===== config.mk =====
export PLATFORM = sky130hd
export DESIGN_NAME = iter_left_shifter
export DESIGN_NICKNAME = d
export VERILOG_FILES = /design/src/rtl/shifter_pkg.sv /design/src/rtl/shift_counter.sv /design/src/rtl/iter_left_shifter.sv
export SDC_FILE = /design/constraint.sdc
export NUM_CORES = 1
export LEC_CHECK = 0
export BUFFER_PORTS_ARGS = -buffer_cell sky130_fd_sc_hd__buf_2
export CORE_MARGIN = 4
export CORE_UTILIZATION = 36
export CTS_BUF_LIST = sky130_fd_sc_hd__clkbuf_8
export CTS_CLUSTER_DIAMETER = 80
export DETAILED_ROUTE_END_ITERATION = 8
export MAX_ROUTING_LAYER = met4
export REMOVE_ABC_BUFFERS = 1
export SLEW_MARGIN = 25
export SYNTH_ARGS = -nofsm -noshare
export SYNTH_HDL_FRONTEND = slang
export SYNTH_SLANG_ARGS = --single-unit

===== constraint.sdc =====
create_clock -name clock -period 2.24 [get_ports clock]
set_input_delay 0.448 -clock clock [delete_from_list [all_inputs] [get_ports clock]]
set_output_delay 0.448 -clock clock [all_outputs]
set_load 0.02 [all_outputs]

===== src/rtl/shifter_pkg.sv =====
`default_nettype none
// +--------------------------------------------------------------------------+
// | Module   : shifter_pkg                                                    |
// | Purpose  : Shared constants and FSM state encoding for iter_left_shifter |
// | Revision : 1.0  - initial release                                        |
// +--------------------------------------------------------------------------+
package shifter_pkg;

  // Default operand width and matching shift-amount width (WIDTH = 2**SHAMT_W)
  localparam int DEFAULT_WIDTH   = 32;
  localparam int DEFAULT_SHAMT_W = 5;

  // Shifter control states
  typedef enum logic [1:0] {
    IDLE  = 2'd0,
    SHIFT = 2'd1,
    DONE  = 2'd2
  } state_e;

endpackage : shifter_pkg
`default_nettype wire


===== src/rtl/shift_counter.sv =====
`default_nettype none
// +--------------------------------------------------------------------------+
// | Module   : shift_counter                                                  |
// | Purpose  : Loadable down-counter with zero flag; saturates at zero        |
// | Revision : 1.0  - initial release                                        |
// +--------------------------------------------------------------------------+
module shift_counter #(
  parameter int CNT_W = 5
) (
  input  logic             clock,
  input  logic             reset,
  input  logic             load,
  input  logic [CNT_W-1:0] load_val,
  input  logic             dec,
  output logic [CNT_W-1:0] count,
  output logic             zero
);

  logic [CNT_W-1:0] count_q;
  logic [CNT_W-1:0] count_d;

  // Next count: load has priority; decrement never goes below zero
  always_comb begin
    count_d = count_q;
    if (load) begin
      count_d = load_val;
    end else if (dec && (count_q != '0)) begin
      count_d = count_q - CNT_W'(1);
    end
  end

  // Counter register, cleared asynchronously
  always_ff @(posedge clock or posedge reset) begin
    if (reset) begin
      count_q <= '0;
    end else begin
      count_q <= count_d;
    end
  end

  assign count = count_q;
  assign zero  = (count_q == '0);

endmodule : shift_counter
`default_nettype wire


===== src/rtl/iter_left_shifter.sv =====
`default_nettype none
// +--------------------------------------------------------------------------+
// | Module   : iter_left_shifter                                              |
// | Purpose  : Iterative left shifter, one bit per clock, valid/ready ports.  |
// |            Define ITER_SHIFT_OVERFLOW_EN to add the overflow output.     |
// | Revision : 1.0  - initial release                                        |
// +--------------------------------------------------------------------------+
module iter_left_shifter
  import shifter_pkg::*;
#(
  parameter int WIDTH   = DEFAULT_WIDTH,
  parameter int SHAMT_W = DEFAULT_SHAMT_W
) (
  input  logic               clock,
  input  logic               reset,
  input  logic               in_valid,
  output logic               in_ready,
  input  logic [WIDTH-1:0]   data,
  input  logic [SHAMT_W-1:0] shiftamt,
  output logic               out_valid,
  input  logic               out_ready,
  output logic [WIDTH-1:0]   result,
`ifdef ITER_SHIFT_OVERFLOW_EN
  output logic               overflow,
`endif
  output logic               busy
);

  state_e             state_q;
  state_e             state_d;
  logic [WIDTH-1:0]   work_q;
  logic [WIDTH-1:0]   work_d;
  logic               cnt_load;
  logic               cnt_dec;
  logic [SHAMT_W-1:0] cnt_value;
  logic               cnt_zero;
  logic               accept;

  // Handshake outputs are pure functions of the current state
  assign in_ready  = (state_q == IDLE);
  assign out_valid = (state_q == DONE);
  assign busy      = (state_q != IDLE);
  assign result    = work_q;
  assign accept    = in_valid && (state_q == IDLE);

  shift_counter #(
    .CNT_W (SHAMT_W)
  ) u_shift_counter (
    .clock    (clock),
    .reset    (reset),
    .load     (cnt_load),
    .load_val (shiftamt),
    .dec      (cnt_dec),
    .count    (cnt_value),
    .zero     (cnt_zero)
  );

  // Next-state, working-register and counter-control logic
  always_comb begin
    state_d  = state_q;
    work_d   = work_q;
    cnt_load = 1'b0;
    cnt_dec  = 1'b0;
    case (state_q)
      IDLE: begin
        if (accept) begin
          work_d   = data;
          cnt_load = 1'b1;
          state_d  = (shiftamt == '0) ? DONE : SHIFT;
        end
      end
      SHIFT: begin
        if (!cnt_zero) begin
          work_d  = {work_q[WIDTH-2:0], 1'b0};
          cnt_dec = 1'b1;
        end
        // Leave on the edge where the count steps from 1 to 0
        if ((cnt_value == SHAMT_W'(1)) || cnt_zero) begin
          state_d = DONE;
        end
      end
      DONE: begin
        if (out_ready) begin
          state_d = IDLE;
        end
      end
      default: begin
        state_d = IDLE;
      end
    endcase
  end

  // State and working register, abandoned asynchronously on reset
  always_ff @(posedge clock or posedge reset) begin
    if (reset) begin
      state_q <= IDLE;
      work_q  <= '0;
    end else begin
      state_q <= state_d;
      work_q  <= work_d;
    end
  end

`ifdef ITER_SHIFT_OVERFLOW_EN
  logic ovf_q;
  logic ovf_d;

  // Sticky OR of every bit pushed out of the MSB, cleared per request
  always_comb begin
    ovf_d = ovf_q;
    if (accept) begin
      ovf_d = 1'b0;
    end else if ((state_q == SHIFT) && !cnt_zero) begin
      ovf_d = ovf_q | work_q[WIDTH-1];
    end
  end

  // Overflow flag register
  always_ff @(posedge clock or posedge reset) begin
    if (reset) begin
      ovf_q <= 1'b0;
    end else begin
      ovf_q <= ovf_d;
    end
  end

  assign overflow = ovf_q;
`endif

endmodule : iter_left_shifter
`default_nettype wire

After elaboration in Yosys (flattened, before gate mapping)
Index checks and enable logic that the tools add are counted.
- bits of input ports: 41
- RAM bits: 0
- register bits: 39
- output and inout port bits: 35
- ROM bits: 0
- latch bits: 0
- memories kept: 0
- word-level logic and storage cells: 37
- add/subtract/negate cells: 1
- bitwise gates (word level): 0
- order comparisons: 0
- muxes and demuxes: 14
- div/mod/pow operators: 0
- shifts and indexed selects: 0
- $mul: 0
- equal/unequal tests: 7
- reduce and logical (&&, ||, !) cells: 12
- operators by type and width (kind ; number):
    $mux 32 ; 2
    $pmux 32 s2 ; 1
    $logic_not 5->1 ; 2
    $mux 5 ; 2
    $mux 2 ; 4
    $pmux 2 s3 ; 1
    $reduce_and 3->1 ; 2
    $reduce_bool 2->1 ; 3
    $eq 5x1->1 const B ; 1
    $reduce_bool 5->1 ; 1
    $sub 5x1->5 const B ; 1
    $mux 1 ; 4
    $ne 2x1->1 const B ; 2
    $ne 2x2->1 const B ; 2
    $eq 2x1->1 const B ; 1
    $eq 2x2->1 const B ; 1
    $logic_and 1x1->1 ; 2
    $logic_not 2->1 ; 1
    $logic_or 1x1->1 ; 1

Depth between registers and ports, before layout
Gate-level depths: netlist (run 1).
- word-level depth: 6
- gate-level depth with buffers: 7
- depth with buffers taken out: 6

Modules after synthesis
From an unflattened synthesis (run 1), not the netlist that was laid out.
- cell total of the unflattened synthesis: 160
- area, all modules: 2155.8 sq um
- modules (own cells, without submodules) (module ; cells each ; seq. area each (sq um) ; area each (sq um) ; times used):
    iter_left_shifter ; 127 ; 850.8 ; 1853.0 ; 1
    shift_counter ; 33 ; 125.1 ; 302.8 ; 1

Worst setup path before layout (run 1)
Ideal clock, no wire load.
- path type: register to register
- from: register u_shift_counter.count_q[0], in the netlist u_shift_counter.count[0]
- to: register u_shift_counter.count_q[1], in the netlist u_shift_counter.count[1]
- setup slack: 0.724 ns
- cell stages (with the launch flop): 7
- data required time: 2.115 ns
- buffers on the path: 0
- arrival time: 1.392 ns
- library setup time: 0.125 ns
- period minus slack after synthesis: 1.516 ns
- cells stage by stage: dfrtp_1 -> inv_1 -> ha_1 -> nor4b_4 -> nor2_2 -> mux2i_1 -> mux2_2
- word-level cells in the longest chain between the ends: 5
- elaborated cells between the ends (all ways): 9
- those cells by class: add/sub (1); mux (4); reduce/logical (4)
- ends and longest elaborated chain (element ; RTL line ; text):
    start, declared ; shift_counter.sv:19 ; logic [CNT_W-1:0] count_q;
    start signal, assigned ; shift_counter.sv:37 ; count_q <= count_d;
    parallel branches: the longest is 5 deep, another holds $sub 5x1->5 ; - ;
Parallel ways; which one is timed is not known. The select of a mux whose other input is x is not followed.
A chain may end at the register's enable or synchronous reset.

Worst setup path in the final report (run 1)
- from: register u_shift_counter.count_q[0], in the netlist u_shift_counter.count[0]
- to: register work_q[27], in the netlist result[27]
- word-level cells in the longest chain between the ends: 3
- ends and longest elaborated chain (element ; RTL line ; text):
    $logic_not 5->1 ; shift_counter.sv:42 ; assign zero = (count_q == '0);
    $ne 2x2->1 (no source line) ; - ;
    $reduce_and 3->1 (no source line) ; - ;
    end signal, assigned ; iter_left_shifter.sv:100 ; work_q <= work_d;
    end, declared ; iter_left_shifter.sv:31 ; logic [WIDTH-1:0] work_q;
Every way passes these cells.

==> results of run 1 <==
[worst max-delay path, stage by stage, from the launching register on]
cell	delay, ns
sky130_fd_sc_hd__dfrtp_1	0.40
sky130_fd_sc_hd__inv_1	0.06
sky130_fd_sc_hd__ha_1	0.22
sky130_fd_sc_hd__nor4b_4	0.15
sky130_fd_sc_hd__o21ai_4	0.46
sky130_fd_sc_hd__buf_12	0.27
sky130_fd_sc_hd__nor2_1	0.07
sky130_fd_sc_hd__a21oi_2	0.09
[path summary, 6_finish.rpt]
path	from	cells after the start	to	slack (ns)
max in group asynchronous	reset	3	result[15]$_DFFE_PP0P_	1.45
max reg2reg	u_shift_counter.count[0]$_DFFE_PP0P_	7	result[27]$_DFFE_PP0P_	0.44
min reg2reg	result[31]$_DFFE_PP0P_	2	result[31]$_DFFE_PP0P_	0.51
max	u_shift_counter.count[0]$_DFFE_PP0P_	7	result[27]$_DFFE_PP0P_	0.44
min	reset	2	result[0]$_DFFE_PP0P_	0.22
min in group clock	data[0]	3	result[0]$_DFFE_PP0P_	0.38
[metal layers]
metal / up-vias / share of wire
met2: 46 / 0.47
met4: 0 / 0.013
met1: 702 / 0.46
met5: - / 0
li1: 810 / -
met3: 4 / 0.060
[synthesized netlist by cell type (2+ instances only)]
library cell / n
sky130_fd_sc_hd__a211oi_1: 2
sky130_fd_sc_hd__a21oi_1: 5
sky130_fd_sc_hd__a21oi_2: 29
sky130_fd_sc_hd__buf_2: 2
sky130_fd_sc_hd__buf_6: 6
sky130_fd_sc_hd__clkbuf_8: 2
sky130_fd_sc_hd__dfrtp_1: 39
sky130_fd_sc_hd__ha_1: 2
sky130_fd_sc_hd__inv_1: 4
sky130_fd_sc_hd__mux2_2: 2
sky130_fd_sc_hd__mux2i_1: 32
sky130_fd_sc_hd__nand2_1: 7
sky130_fd_sc_hd__nor2_1: 35
sky130_fd_sc_hd__nor2b_1: 2
sky130_fd_sc_hd__nor3_1: 3
sky130_fd_sc_hd__o21ai_0: 5
sky130_fd_sc_hd__xnor2_1: 3
[flip-flops by register name, indices dropped and copies added (netlist names)]
register               count
result                    32
u_shift_counter.count      5
state_q                    2
[logic make-up after synthesis]
logic type                 after synthesis
and+or+nand+nor                         54
buffers and inverters                   15
DFF                                     39
adders and majority gates                2
xor gates and xnor gates                 3
AOI/OAI and AO/OA                       43
muxes                                   34
[power groups by stage]
stage,Combinational (mW),Sequential (mW),Clock (mW)
after floorplan,1.53,1.69,0
after global placement,2.54,1.39,0
after detailed placement,2.57,1.40,0
after CTS,2.57,1.39,0.462
after global routing,2.76,1.45,0.493
final,2.52,1.39,0.435
[through the flow]
step	setup TNS (ns)	setup WS [ns]
floorplan	-28.62	-0.912
global placement	0	0.427
detailed placement	0	0.417
CTS	0	0.412
global route	0	0.272
finish	0	0.438
[cell type report]
cell class | instances | area (µm²)
clock buffers | 5 | 68.8
clock inverters | 3 | 12.5
fillers | 541 | 2980
inverters | 4 | 15.0
multi-input cells | 136 | 991
flip-flops and latches | 39 | 976
well taps | 72 | 90.1
repair buffers | 81 | 445
==> flow_metrics.py, run 1 <==
metrics = {
    "outcome": {
        "outcome": "finished, final reports clean",
    },
    "pwr": {
        "combPwrFrac": 0.581,
        "power.ir.vdd_worst_mv": 0.758,
        "seq_power_share": 0.319,
        "sw_share": 0.464,
        "pwr-share-clk": 0.100,
        "post-layout-total-power_mw": 4.34,
        "power.static_leakage_nw": 1.27,
        "cellInternalPower_mw": 2.33,
        "power-per-cell-area_mw_per_mm2": 1670,
        "psw_mw": 2.01,
    },
    "clocking": {
        "cts-resized-gates": 0,
        "post-cts-setup-buffers": 0,
        "clock-sinks": 39,
        "clock_path_buffers": 2,
        "cts_max_level": 2,
        "inserted_clock_buffers": 5,
        "cts_tree": "done",
        "hold_buffers": 0,
        "clock_tree.root_cell": "sky130_fd_sc_hd__clkbuf_8",
        "clk-insertion-delay-late_ns": 0.28,
        "cts.reportedPaths.clkPinSlew_ns": 0.07,
    },
    "layout": {
        "mostFrequentLayoutCells": "sky130_fd_sc_hd__buf_2 (75), sky130_fd_sc_hd__dfrtp_1 (39), sky130_fd_sc_hd__nor2_1 (35)",
        "finalNetCount": 310,
        "final_common_cell": "sky130_fd_sc_hd__buf_2",
        "final_standard_cell_area_without_fillers_mm2": 0.00260,
        "num_antenna_cells": 0,
        "share_of_post_route_cells_with_drive_strength_above_1": 0.455,
        "instances_no_fill": 340,
        "area_delta_synth_final_pct": 24.2,
        "final_core_util": 0.466,
    },
    "global_route": {
        "grt.met3_usage": 0.0343,
        "globalRouteOverflowTotal": 0,
        "track_usage": 0.131,
        "maximum_number_of_pins_on_one_net_before_global_route_repair": 31,
        "gr-usage-met2": 0.204,
        "grt_antenna_before_repair": 0,
        "global_route.usage.met1": 0.169,
        "grt_first_pass_wirelength_mm": 7.33,
        "globalRoute.busiestLayer": "met2",
        "vias_in_the_first_global_route": 1507,
    },
    "synth": {
        "synth_flop_cell": "sky130_fd_sc_hd__dfrtp_1",
        "synth_area_leaders": "sky130_fd_sc_hd__dfrtp_1 (47%), sky130_fd_sc_hd__mux2i_1 (15%), sky130_fd_sc_hd__a21oi_2 (12%)",
        "synth_xor_area_frac": 0.0126,
        "count_of_synthesis_stage_warnings_from_yosys": 0,
        "synth-compound-area-share": 0.164,
        "synthesis.area_mm2": 0.00209,
        "synthSimpleGateAreaFrac": 0.120,
        "synth_mux_area_frac": 0.164,
        "yosysTopAreaCell": "sky130_fd_sc_hd__dfrtp_1",
        "synth_top_area_share": 0.467,
        "adder_cell_share_of_the_synthesized_area": 0.0120,
        "synthArstFlopShare": 1.00,
        "combinational_family_with_the_most_area_after_synthesis": "compound AO/OA/AOI/OAI gates",
        "number_of_flops_mapped_to_enable_cells_by_yosys": 0,
        "synthesis.instances": 190,
        "share_of_the_yosys_chip_area_belonging_to_registers": 0.467,
        "synth_seq_cells": 39,
        "yosysUniqueCellTypes": 27,
        "syn_area_per_cell_um2": 11.0,
    },
    "hold_path": {
        "min-delay-path-class": "primary input to asynchronous set/reset pin",
    },
    "sta": {
        "grt_setup_unrepaired": "no",
        "timing.final.setup_violations": 0,
        "relative_slew_slack": 0.438,
        "period_share": 0.804,
        "hold-worst-slack_ns": 0.221,
        "report.final.slew_viol_count": 0,
        "worst_pin_slew_ns": 0.837,
        "maxClockFrequency_mhz": 555,
        "hold_violations": 0,
        "timing.clock.skew_ns": 0.00264,
        "final.min_clock_period_ns": 1.80,
    },
    "floorplan": {
        "top_level_ports": 76,
        "dieArea_mm2": 0.00709,
        "die_width_um": 84.2,
        "floorplan.core_area_mm2": 0.00557,
        "num_rows": 27,
        "effective_utilization_at_floorplan": 0.375,
        "overall_die_height_um": 84.2,
    },
    "detailed_routing": {
        "drc": 0,
        "vias_cell": 4.59,
        "drtIter0Drc": 35,
        "totalWireLength_mm": 4.37,
        "num_vias": 1562,
        "ant_nets": 0,
        "drt_pre_antenna_iters": 4,
        "post_drt_wl_per_cell_um": 12.8,
    },
    "placement": {
        "placed_cells": 332,
        "dpl_cell_area_mm2": 0.00252,
        "dpl.hpwl_mm": 3.34,
        "gp_routability_congestion": 0.810,
        "placement.io_buffers": 75,
    },
    "worst_setup_path": {
        "setup.worst_path.start_class": "register",
        "arrival_ns": 2.01,
        "capturing_element_type_of_the_critical_path": "register",
        "critical_path_class": "register to register",
        "critical_path_required_ns": 2.45,
        "critPathMaxFanout": 30,
    },
    "flow_run": {
        "maxCapViolCount": 0,
    },
}
Power figures use the tool's default switching activity.
==> run 2, diff against run 1 <==
==> constraint.sdc (replaced) <==
create_clock -name clock -period 1.5 [get_ports clock]
set_input_delay 0.3 -clock clock [delete_from_list [all_inputs] [get_ports clock]]
set_output_delay 0.3 -clock clock [all_outputs]
set_load 0.02 [all_outputs]
==> run 2 against run 1 <==
The flow now finishes with violations (negative setup slack). Die area did not move. Cell count up 5.3%. Setup slack worse by 0.51 ns. Final area grew 18%. Non-clock buffer count up 19. Power rose by 89%. Global-route usage up 1.5 points. Sequential power is 55% higher. Routed wire length is 18% higher. Utilization is 8.5 points higher. Largest cell class unchanged. Largest power group unchanged.
==> flow_metrics.py, run 2 (same netlist as run 1, synthesis figures left out) <==
metrics = {
    "outcome": {
        "outcome": "complete, but fails checks",
        "violated_checks": "negative setup slack",
    },
    "detailed_routing": {
        "num_vias": 1712,
        "drtIter0Drc": 33,
        "route.met2.wl_mm": 2.53,
        "detail_route.wirelength.met1_mm": 2.25,
        "drc": 0,
        "dr.max_layer_used": "met4",
        "vias_cell": 4.78,
        "drt_pre_antenna_iters": 4,
        "met3_wirelength_um": 305,
        "totalWireLength_mm": 5.16,
        "post_drt_wl_per_cell_um": 14.4,
        "ant_nets": 0,
    },
    "sta": {
        "period_share": 1.05,
        "worst_setup_slack_after_layout_ns": -0.0686,
        "grt_setup_unrepaired": "yes",
        "hold_violations": 0,
        "report.final.slew_viol_count": 0,
        "hold-worst-slack_ns": 0.0311,
        "worst_pin_slew_ns": 0.321,
        "timing.setup.tns_ns": -1.67,
        "timing.clock.skew_ns": 0.00550,
        "maxClockFrequency_mhz": 638,
        "final.min_clock_period_ns": 1.57,
        "relative_slew_slack": 0.784,
        "timing.final.setup_violations": 33,
    },
    "hold_path": {
        "min-delay-path-class": "primary input to asynchronous set/reset pin",
    },
    "global_route": {
        "grt_antenna_before_repair": 0,
        "globalRouteOverflowTotal": 0,
        "maximum_number_of_pins_on_one_net_before_global_route_repair": 40,
        "vias_in_the_first_global_route": 1707,
        "grt_first_pass_wirelength_mm": 8.20,
        "track_usage": 0.146,
    },
    "worst_setup_path": {
        "setup.worst_path.start_class": "register",
        "reg2reg_from": "u_shift_counter.count[1]$_DFFE_PP0P_",
        "critical_path.reg2reg.endpoint": "result[25]$_DFFE_PP0P_",
        "arrival_ns": 1.74,
        "critPathMaxFanout": 16,
        "critical_path_required_ns": 1.68,
        "critical_path_class": "register to register",
        "worst-r2r-setup-slack_ns": -0.07,
        "reg2reg_depth": 9,
        "capturing_element_type_of_the_critical_path": "register",
    },
    "layout": {
        "num_antenna_cells": 0,
        "final_common_cell": "sky130_fd_sc_hd__buf_2",
        "finalNetCount": 329,
        "multiInputGateArea_mm2": 0.00119,
        "share_of_post_route_cells_with_drive_strength_above_1": 0.622,
        "area_delta_synth_final_pct": 46.8,
        "largest_register_ffs": 32,
        "final-seq-area_um2": 976,
        "n_fill_cell": 518,
        "mostFrequentLayoutCells": "sky130_fd_sc_hd__buf_2 (74), sky130_fd_sc_hd__dfrtp_1 (39), sky130_fd_sc_hd__mux2i_1 (32)",
    },
    "floorplan": {
        "effective_utilization_at_floorplan": 0.375,
        "dieArea_mm2": 0.00709,
        "overall_die_height_um": 84.2,
        "top_level_ports": 76,
        "num_rows": 27,
        "die_width_um": 84.2,
        "floorplan.core_area_mm2": 0.00557,
    },
    "clocking": {
        "clock_path_buffers": 2,
        "clk-insertion-delay-late_ns": 0.29,
        "cts.reportedPaths.clkPinSlew_ns": 0.08,
        "clock_tree.root_cell": "sky130_fd_sc_hd__clkbuf_8",
        "inserted_clock_buffers": 5,
        "clock-sinks": 39,
        "cts_max_level": 2,
        "cts_tree": "done",
    },
    "placement": {
        "placement.io_buffers": 75,
        "gp_routability_congestion": 0.754,
        "dpl.hpwl_mm": 3.29,
    },
    "flow_run": {
        "maxCapViolCount": 0,
    },
    "pwr": {
        "combPwrFrac": 0.650,
        "cellInternalPower_mw": 4.49,
        "sw_share": 0.454,
        "power.static_leakage_nw": 1.42,
        "seq_power_share": 0.263,
        "power.ir.vdd_worst_mv": 1.18,
        "psw_mw": 3.74,
        "power-per-cell-area_mw_per_mm2": 2680,
        "pwr-share-clk": 0.088,
    },
}
-- run 2: changes by cell type in the layout (fill, tap and decap cells not counted), moves of 3 or more --
cell,previous run,this run
sky130_fd_sc_hd__inv_1,5,1
sky130_fd_sc_hd__buf_12,2,5
sky130_fd_sc_hd__buf_4,4,14
sky130_fd_sc_hd__nor2_4,0,18
sky130_fd_sc_hd__buf_6,0,3
sky130_fd_sc_hd__nor2_2,1,14
sky130_fd_sc_hd__nor2_1,35,4
-- run 2: per-layer routing --
metal / global-route usage / vias to the layer above
met3: 0.0383 / 5
met4: 0.0439 / 0
met1: 0.182 / 817
li1: - / 842
met2: 0.232 / 48
met5: - / -
-- run 2: power groups by stage --
| stage | logic, mW | clock network (mW) | registers (mW) |
|---|---|---|---|
| 3_5_place_dp | 4.14 | 0 | 2.03 |
| 4_1_cts | 4.82 | 0.749 | 2.08 |
| 5_1_grt | 5.75 | 0.793 | 2.25 |
| 3_3_place_gp | 4.08 | 0 | 2.01 |
| 2_1_floorplan | 2.29 | 0 | 2.53 |
| 6_report | 5.34 | 0.720 | 2.16 |
-- run 2: worst max-delay path, stage by stage (launching register included) --
cell                      delay, ns
sky130_fd_sc_hd__dfrtp_1       0.39
sky130_fd_sc_hd__inv_2         0.08
sky130_fd_sc_hd__ha_4          0.14
sky130_fd_sc_hd__nor4b_4       0.17
sky130_fd_sc_hd__buf_4         0.18
sky130_fd_sc_hd__o21ai_4       0.07
sky130_fd_sc_hd__buf_6         0.14
sky130_fd_sc_hd__buf_12        0.15
sky130_fd_sc_hd__nor2_2        0.10
sky130_fd_sc_hd__a21oi_2       0.03
-- run 2: area by class of cell --
cell class	instances	area share
Sequential cell	39	0.318
Clock inverter	1	0.00163
Multi-Input combinational cell	136	0.387
Clock buffer	6	0.0269
Tap cell	72	0.0293
Inverter	4	0.00489
Timing Repair Buffer	100	0.233
-- run 2: how the worst max path moves through the flow --
stage / endpoint / from / slack [ns] / cells after the start
floorplan: result[10]$_DFFE_PP0P_ / state_q[1]$_DFFE_PP0P_ / -1.65 / 4
global placement: u_shift_counter.count[1]$_DFFE_PP0P_ / u_shift_counter.count[1]$_DFFE_PP0P_ / -0.007 / 6
detailed placement: u_shift_counter.count[1]$_DFFE_PP0P_ / u_shift_counter.count[1]$_DFFE_PP0P_ / -0.09 / 6
CTS: result[2]$_DFFE_PP0P_ / u_shift_counter.count[1]$_DFFE_PP0P_ / -0.08 / 9
global route: result[25]$_DFFE_PP0P_ / u_shift_counter.count[1]$_DFFE_PP0P_ / -0.12 / 9
finish: result[25]$_DFFE_PP0P_ / u_shift_counter.count[1]$_DFFE_PP0P_ / -0.07 / 9
-- run 2: timing repair --
item,in CTS,in global routing
cloned,2,3
endpoints found under the setup margin,35,40
hold endpoints to repair,0,0
buffers inserted,4,1
pin swaps,3,1
hold buffers,0,0
gates resized for setup,38,27
-- run 2: per-stage QoR --
stage / std cells / util / area, µm² / power, mW / setup WS, ns
2_1_floorplan: 179 / - / 1980 / 4.82 / -1.65
3_3_place_gp: 341 / 0.468 / 2610 / 6.09 / -0.00710
3_5_place_dp: 341 / 0.468 / 2610 / 6.17 / -0.0893
4_1_cts: 354 / 0.519 / 2890 / 7.66 / -0.0813
5_1_grt: 358 / 0.551 / 3070 / 8.80 / -0.121
6_report: 358 / 0.551 / 3070 / 8.22 / -0.0686
